<file path="config.mk">
export PLATFORM = sky130hd
export DESIGN_NAME = moldudp64_seq_track
export DESIGN_NICKNAME = d
export VERILOG_FILES = /design/src/rtl/moldudp64_pkg.sv /design/src/rtl/moldudp64_hb_timer.sv /design/src/rtl/moldudp64_seq_track.sv
export SDC_FILE = /design/constraint.sdc
export NUM_CORES = 2
export LEC_CHECK = 0
export CAP_MARGIN = 20
export CORE_UTILIZATION = 36
export DETAILED_ROUTE_END_ITERATION = 6
export GPL_TIMING_DRIVEN = 1
export SLEW_MARGIN = 25
export SYNTH_ARGS = -nofsm -noshare
export SYNTH_HDL_FRONTEND = slang
export SYNTH_SLANG_ARGS = --single-unit
</file>
<file path="constraint.sdc">
create_clock -name clk -period 7.5 [get_ports clk]
set_input_delay 1.875 -clock clk [delete_from_list [all_inputs] [get_ports clk]]
set_output_delay 1.875 -clock clk [all_outputs]
set_load 0.02 [all_outputs]
</file>
<file path="src/rtl/moldudp64_pkg.sv">
// Shared widths, end-of-session marker and session table entry for the
// MoldUDP64 sequence tracker.
package moldudp64_pkg;

    localparam int unsigned SID_W     = 80;
    localparam int unsigned SEQ_NUM_W = 64;
    localparam int unsigned ML_W      = 16;

    localparam logic [ML_W-1:0] EOS_MSG_CNT = {ML_W{1'b1}};

    typedef struct packed {
        logic                 valid;
        logic [SID_W-1:0]     sid;
        logic [SEQ_NUM_W-1:0] next_seq;
        logic                 eos;
    } sess_entry_t;

    // End of a header's message range, modulo 2^SEQ_NUM_W
    function automatic logic [SEQ_NUM_W-1:0] seq_add(
        input logic [SEQ_NUM_W-1:0] seq,
        input logic [ML_W-1:0]      cnt
    );
        return seq + SEQ_NUM_W'(cnt);
    endfunction

endpackage

</file>
<file path="src/rtl/moldudp64_hb_timer.sv">
// Per-session heartbeat timer: saturating idle counter with clear and
// enable; flatlined is high while the counter sits at TIMEOUT.
module moldudp64_hb_timer #(
    parameter int unsigned CNT_W   = 32,
    parameter int unsigned TIMEOUT = 1000000
) (
    input  logic clk,
    input  logic nreset,
    input  logic clr,
    input  logic en,
    output logic flatlined
);

    localparam logic [CNT_W-1:0] LIMIT = CNT_W'(TIMEOUT);

    logic [CNT_W-1:0] cnt;

    // Count idle cycles; clear wins, disabled counters hold their value
    always_ff @(posedge clk or negedge nreset) begin
        if (!nreset) begin
            cnt <= '0;
        end else if (clr) begin
            cnt <= '0;
        end else if (en && (cnt != LIMIT)) begin
            cnt <= cnt + CNT_W'(1);
        end
    end

    assign flatlined = (cnt == LIMIT);

endmodule

</file>
<file path="src/rtl/moldudp64_seq_track.sv">
// Multi-session MoldUDP64 sequence tracker: SID lookup, entry allocation
// with round-robin eviction, accept/trim/drop classification, gap and
// end-of-session reporting, per-session heartbeat loss.
module moldudp64_seq_track
    import moldudp64_pkg::*;
#(
    parameter  int unsigned SESS_N     = 4,
    parameter  int unsigned HB_CNT_W   = 32,
    parameter  int unsigned HB_TIMEOUT = 1000000,
    localparam int unsigned IDX_W      = (SESS_N > 1) ? $clog2(SESS_N) : 1
) (
    input  logic                 clk,
    input  logic                 nreset,
    input  logic                 hdr_v_i,
    input  logic [SID_W-1:0]     hdr_sid_i,
    input  logic [SEQ_NUM_W-1:0] hdr_seq_num_i,
    input  logic [ML_W-1:0]      hdr_msg_cnt_i,
    output logic                 res_v_o,
    output logic [IDX_W-1:0]     res_sess_idx_o,
    output logic                 res_new_sess_o,
    output logic                 res_drop_o,
    output logic [ML_W-1:0]      res_skip_cnt_o,
    output logic                 miss_v_o,
    output logic [SEQ_NUM_W-1:0] miss_seq_num_start_o,
    output logic [SEQ_NUM_W-1:0] miss_seq_num_cnt_o,
    output logic                 eos_v_o,
    output logic [SESS_N-1:0]    flatlined_v_o
);

    sess_entry_t          tbl [SESS_N];
    logic [IDX_W-1:0]     victim;

    logic [SESS_N-1:0]    hit_vec;
    logic                 hit;
    logic [IDX_W-1:0]     hit_idx;
    logic                 have_free;
    logic [IDX_W-1:0]     free_idx;
    logic [SEQ_NUM_W-1:0] cur_next;
    logic                 cur_eos;

    logic                 is_eos;
    logic                 gap;
    logic [SEQ_NUM_W-1:0] seq_end;
    logic                 alloc;
    logic                 evict;
    logic                 wr_en;
    logic [IDX_W-1:0]     wr_idx;
    sess_entry_t          wr_entry;
    logic [SESS_N-1:0]    touch;

    logic                 n_new;
    logic                 n_drop;
    logic [IDX_W-1:0]     n_idx;
    logic [ML_W-1:0]      n_skip;
    logic                 n_miss;
    logic [SEQ_NUM_W-1:0] n_miss_start;
    logic [SEQ_NUM_W-1:0] n_miss_cnt;
    logic                 n_eos;

    // SID CAM compare and lowest-free-entry priority encoder
    always_comb begin
        hit_vec   = '0;
        hit       = 1'b0;
        hit_idx   = '0;
        have_free = 1'b0;
        free_idx  = '0;
        cur_next  = '0;
        cur_eos   = 1'b0;
        for (int unsigned i = 0; i < SESS_N; i++) begin
            hit_vec[i] = tbl[i].valid && (tbl[i].sid == hdr_sid_i);
            if (hit_vec[i]) begin
                hit      = 1'b1;
                hit_idx  = IDX_W'(i);
                cur_next = tbl[i].next_seq;
                cur_eos  = tbl[i].eos;
            end
            if (!tbl[i].valid && !have_free) begin
                have_free = 1'b1;
                free_idx  = IDX_W'(i);
            end
        end
    end

    // Sequence classifier: result fields and the table write for this header
    always_comb begin
        is_eos       = (hdr_msg_cnt_i == EOS_MSG_CNT);
        seq_end      = seq_add(hdr_seq_num_i, hdr_msg_cnt_i);
        gap          = (hdr_seq_num_i > cur_next);
        alloc        = !hit && !is_eos;
        evict        = alloc && !have_free;
        wr_en        = 1'b0;
        wr_idx       = hit ? hit_idx : (have_free ? free_idx : victim);
        wr_entry     = '{valid: 1'b1, sid: hdr_sid_i, next_seq: cur_next, eos: cur_eos};
        n_new        = 1'b0;
        n_drop       = 1'b0;
        n_idx        = '0;
        n_skip       = '0;
        n_miss       = 1'b0;
        n_miss_start = '0;
        n_miss_cnt   = '0;
        n_eos        = 1'b0;
        if (!hit) begin
            if (is_eos) begin
                n_drop = 1'b1;
                n_eos  = 1'b1;
            end else begin
                wr_en             = 1'b1;
                wr_entry.next_seq = seq_end;
                wr_entry.eos      = 1'b0;
                n_new             = 1'b1;
                n_idx             = wr_idx;
                n_drop            = (hdr_msg_cnt_i == '0);
            end
        end else begin
            n_idx = hit_idx;
            if (cur_eos) begin
                n_drop = 1'b1;
            end else begin
                wr_en = 1'b1;
                if (gap) begin
                    n_miss       = 1'b1;
                    n_miss_start = cur_next;
                    n_miss_cnt   = hdr_seq_num_i - cur_next;
                end
                if (is_eos) begin
                    wr_entry.eos = 1'b1;
                    n_eos        = 1'b1;
                    n_drop       = 1'b1;
                end else if (hdr_msg_cnt_i == '0) begin
                    n_drop = 1'b1;
                    if (gap) begin
                        wr_entry.next_seq = hdr_seq_num_i;
                    end
                end else if (hdr_seq_num_i >= cur_next) begin
                    wr_entry.next_seq = seq_end;
                end else if (seq_end <= cur_next) begin
                    n_drop = 1'b1;
                    n_skip = hdr_msg_cnt_i;
                end else begin
                    // Partial overlap: E - seq < cnt, so the truncation is exact
                    n_skip            = ML_W'(cur_next - hdr_seq_num_i);
                    wr_entry.next_seq = seq_end;
                end
            end
        end
    end

    // Entries touched by this header get their heartbeat restarted
    always_comb begin
        touch = '0;
        for (int unsigned i = 0; i < SESS_N; i++) begin
            touch[i] = hdr_v_i && (hit_vec[i] || (alloc && (wr_idx == IDX_W'(i))));
        end
    end

    // Registered single-cycle results, table update and victim rotation
    always_ff @(posedge clk or negedge nreset) begin
        if (!nreset) begin
            for (int unsigned i = 0; i < SESS_N; i++) begin
                tbl[i] <= '0;
            end
            victim               <= '0;
            res_v_o              <= 1'b0;
            res_sess_idx_o       <= '0;
            res_new_sess_o       <= 1'b0;
            res_drop_o           <= 1'b0;
            res_skip_cnt_o       <= '0;
            miss_v_o             <= 1'b0;
            miss_seq_num_start_o <= '0;
            miss_seq_num_cnt_o   <= '0;
            eos_v_o              <= 1'b0;
        end else begin
            res_v_o              <= hdr_v_i;
            res_sess_idx_o       <= hdr_v_i ? n_idx : '0;
            res_new_sess_o       <= hdr_v_i && n_new;
            res_drop_o           <= hdr_v_i && n_drop;
            res_skip_cnt_o       <= hdr_v_i ? n_skip : '0;
            miss_v_o             <= hdr_v_i && n_miss;
            miss_seq_num_start_o <= hdr_v_i ? n_miss_start : '0;
            miss_seq_num_cnt_o   <= hdr_v_i ? n_miss_cnt : '0;
            eos_v_o              <= hdr_v_i && n_eos;
            if (hdr_v_i && wr_en) begin
                tbl[wr_idx] <= wr_entry;
            end
            if (hdr_v_i && evict) begin
                victim <= (victim == IDX_W'(SESS_N - 1)) ? '0 : victim + IDX_W'(1);
            end
        end
    end

    for (genvar g = 0; g < SESS_N; g++) begin : g_hb
        moldudp64_hb_timer #(
            .CNT_W   (HB_CNT_W),
            .TIMEOUT (HB_TIMEOUT)
        ) u_hb (
            .clk       (clk),
            .nreset    (nreset),
            .clr       (touch[g]),
            .en        (tbl[g].valid && !tbl[g].eos),
            .flatlined (flatlined_v_o[g])
        );
    end

endmodule

</file>
==> summary.md <==
| Metric | Value |
|---|---|
| Mean instance size in the synthesized netlist | `9.18 µm²` |
| Detailed-routing iteration count for the pre-antenna-repair pass | `6` |
| Number of antenna violations at the first check in global routing | `9` |
| Synthesized netlist cell count | `5,544` |
| Vert. Die Dim | `378 µm` |
| All-Layer GR Usage | `28.2%` |
| Count of flip-flops with a built-in enable after synthesis | `0` |
| Number of nets in the finished design | `7,322` |
| Worst-case clock skew | `0.0384 ns` |
| Vias after detailed routing | `48,000` |
| Reported max-cap violation count | `0` |
| Post-CTS Hold Buffers | `0` |
| Nets in the synthesized netlist | `5,878` |
| Width of the die | `378 µm` |
| Final Hold Violating Endpoints | `0` |
| Detailed-route DRC error count | `0` |
| Pwr per Cell Area | `287 nW/µm²` |
| Post-synthesis compound-gate area fraction | `11.6%` |
| Area share of xor/xnor cells in the synthesized design | `8.14%` |
| Sinks on the clock net | `865` |
| Core Footprint | `140,000 µm²` |
| Library cell with the largest summed area after synthesis | `dfrtp_1` |
| Detailed router's first-iteration violation count | `4,288` |
| Transition time at the pin with the least slew margin | `1.13 ns` |
| Fraction of synthesized area in multiplexers | `8.54%` |
| Largest family of logic cells by synthesized area | `simple AND/OR/NAND/NOR gates` |
| Pins over their slew limit | `0` |
| # fillers | `12,900` |
| Initial core utilization | `36.4%` |
| Final core area utilization | `51.5%` |
| TritonCTS clock tree | `done` |
| Cell chosen for the clock root | `clkbuf_16` |
| Syn Std Cell Area | `50,900 µm²` |
| Most instantiated library cell after synthesis | `dfrtp_1` |
| Post-layout min period | `7.44 ns` |
| Proportion of synthesized flip-flops having asynchronous set or reset | `100%` |
| Number of vias per cell after detailed routing | `5.36` |
| Fraction of final layout cells with drive strength greater than 1 | `30.1%` |
| Netlist cell types | `83` |
| Total CTS buffers | `96` |
| Area enclosed by the die boundary | `143,000 µm²` |
| CP endpoint kind | `register` |
| Synthesized-area fraction occupied by and/or/nand/nor cells | `20.5%` |
| Count of antenna-violating nets left after detailed routing | `0` |
| Post-synthesis sequential area ratio | `42.5%` |
| Number of warnings reported in the yosys synthesis log | `0` |
| Worst-path clk slew | `0.06 ns` |
| Placement-stage worst setup slack | `-1.56 ns` |
| Maximum resistive drop on vdd | `227 µV` |
| Leakage power | `32.8 nW` |
| Adder-cell area share of the yosys netlist | `4.25%` |
| Top FF cell, synth | `dfrtp_1` |
| H-tree levels | `3` |
| Worst slew margin relative to its limit | `24.4%` |
| Area delta synth->final | `41.7%` |
| Gp weighted congestion | `0.996` |
| Non-filler instance count after layout | `8,948` |
| RSZ-0062 raised after global routing | `yes` |
| Final Instance Area | `72,100 µm²` |
| Most common library cells after synthesis | `dfrtp_1, nand2_1, nor2_1` |
| Fraction of synthesized cell area taken by the top area cell type | `42.5%` |
| Class of the most critical setup path | `in -> reg` |
| Pin count of the biggest net entering global routing | `147` |
| Highest clock frequency the design can meet | `134 MHz` |
| Dominant cells by area after synthesis | `dfrtp_1, nand2_1, xnor2_1, mux2_2, ha_1` |
| Worst-path fanout max | `13` |
| Post-detail-place hpwl | `161 mm` |
| Yosys reg bits | `865` |
| Setup crit start kind | `input port` |
| Sum of routed wire length over all layers | `207 mm` |
| Min-delay worst type | `reg -> reg` |
| Placed cell count | `8,684` |
| Number of input and output port buffers inserted | `317` |
| Count of standard-cell rows | `137` |
| Vias in the first global route | `47,000` |
| First-pass GRT wire length | `301 mm` |
| Signal arrival time at the worst endpoint | `8.04 ns` |
| Ports placed on the boundary | `318` |
| Required time at the endpoint of the critical path | `8.10 ns` |
| Run status | `completed` |
| Share of the clock period used by the worst path | `99.2%` |
| Post-layout power | `0.0207 W` |
| Cell Area, Placed | `65,400 µm²` |
| Number of buffers on the longest clock path | `3` |
| Number of setup violations in the final report | `0` |
| Clock latency on the worst-skew pair | `0.73 ns` |
| Routed length per instance | `23.2 µm` |
| Total global routing overflow | `0` |
| Minimum setup slack in the final design | `0.0618 ns` |
-- registers in the layout, summed over array words and instances, names as in the netlist --
signal                flops
tbl                     584
g_hb.u_hb.cnt           128
miss_seq_num_cnt_o       64
miss_seq_num_start_o     64
res_skip_cnt_o           16
res_sess_idx_o            2
victim                    2
eos_v_o                   1
miss_v_o                  1
res_drop_o                1
res_new_sess_o            1
res_v_o                   1
-- where the power goes --
group          internal (W)  switching (W)
clock               0.00306        0.00206
combinational       0.00390        0.00404
sequential          0.00637        0.00125
-- worst paths after layout --
kind,startpoint,endpoint,slack [ns],depth (start not counted)
worst max-delay path,hdr_sid_i[23],tbl[163]$_DFFE_PN0P_,0.06,27
max in group asynchronous,nreset,tbl[497]$_DFFE_PN0P_,4.64,3
worst min-delay path,tbl[148]$_DFFE_PN0P_,tbl[148]$_DFFE_PN0P_,0.48,2
worst max register to register,tbl[103]$_DFFE_PN0P_,tbl[163]$_DFFE_PN0P_,1.08,24
worst min register to register,tbl[148]$_DFFE_PN0P_,tbl[148]$_DFFE_PN0P_,0.48,2
min in group asynchronous,nreset,tbl[511]$_DFFE_PN0P_,1.25,1
-- worst max-delay path, cell delays in order --
cell,delay [ns]
clkdlybuf4s50_1,0.48
xnor2_2,0.24
nand4_1,0.17
nor4_2,0.36
nand3_1,0.15
or3_4,0.49
buf_12,0.18
o31a_1,0.23
o21ai_0,0.14
buf_4,0.13
mux2i_1,0.06
buf_4,0.17
ha_4,0.28
nand4_1,0.12
or2_2,0.32
or4_4,0.55
or3_4,0.42
o211a_4,0.17
buf_4,0.14
nand2_2,0.12
buf_4,0.14
o21ai_2,0.06
buf_12,0.16
buf_12,0.13
a21o_1,0.16
a22o_1,0.28
mux2_2,0.30
-- cell usage in the layout (no fill, tap or decap), types with 163 or more instances in the layout --
| master | n |
|---|---|
| a21oi_1 | 221 |
| buf_4 | 1206 |
| clkdlybuf4s50_1 | 252 |
| dfrtp_1 | 865 |
| inv_1 | 163 |
| mux2_2 | 251 |
| nand2_1 | 817 |
| nand4_1 | 198 |
| nor2_1 | 449 |
| o21ai_0 | 219 |
| xnor2_1 | 286 |
-- routing by layer --
layer	global-route usage (%)	part of all wire, %
met3	3.50	6.2
met4	11.8	4.8
met5	0	0.031
met1	38.5	43
met2	45.0	46
-- layout make-up --
class	instances	area (µm²)	area share (%)
multi-input combinational	4179	29100	40.4
timing repair buffer	1676	14800	20.6
clock inverter	43	686	0.951
antenna	6	15.0	0.0208
clock buffer	133	2750	3.82
tap	1876	2350	3.26
sequential	865	21600	30.0
inverter	170	646	0.896
-- timing repair --
item | in CTS | in global routing
resized for setup | 197 | 338
setup endpoints to repair | 389 | 276
pin swaps | 33 | 96
setup buffers | 14 | 56
gates cloned | 2 | 12
-- cell families after synthesis --
logic type,count (synthesis)
xor gates and xnor gates,473
DFF,865
buffers and inverters,501
AOI/OAI and AO/OA,936
adders and majority gates,171
and+or+nand+nor,2206
muxes,392
-- through the flow --
| step | hold slack (ns) | TNS, ns |
|---|---|---|
| after floorplan | 0.444 | -0.0205 |
| after global placement | 0.460 | -490.95 |
| after detailed placement | 0.470 | -484.16 |
| after CTS | 0.483 | 0 |
| after global routing | 0.501 | -2.32 |
| final | 0.481 | 0 |
Note: power is estimated with default switching activity, not from simulation.
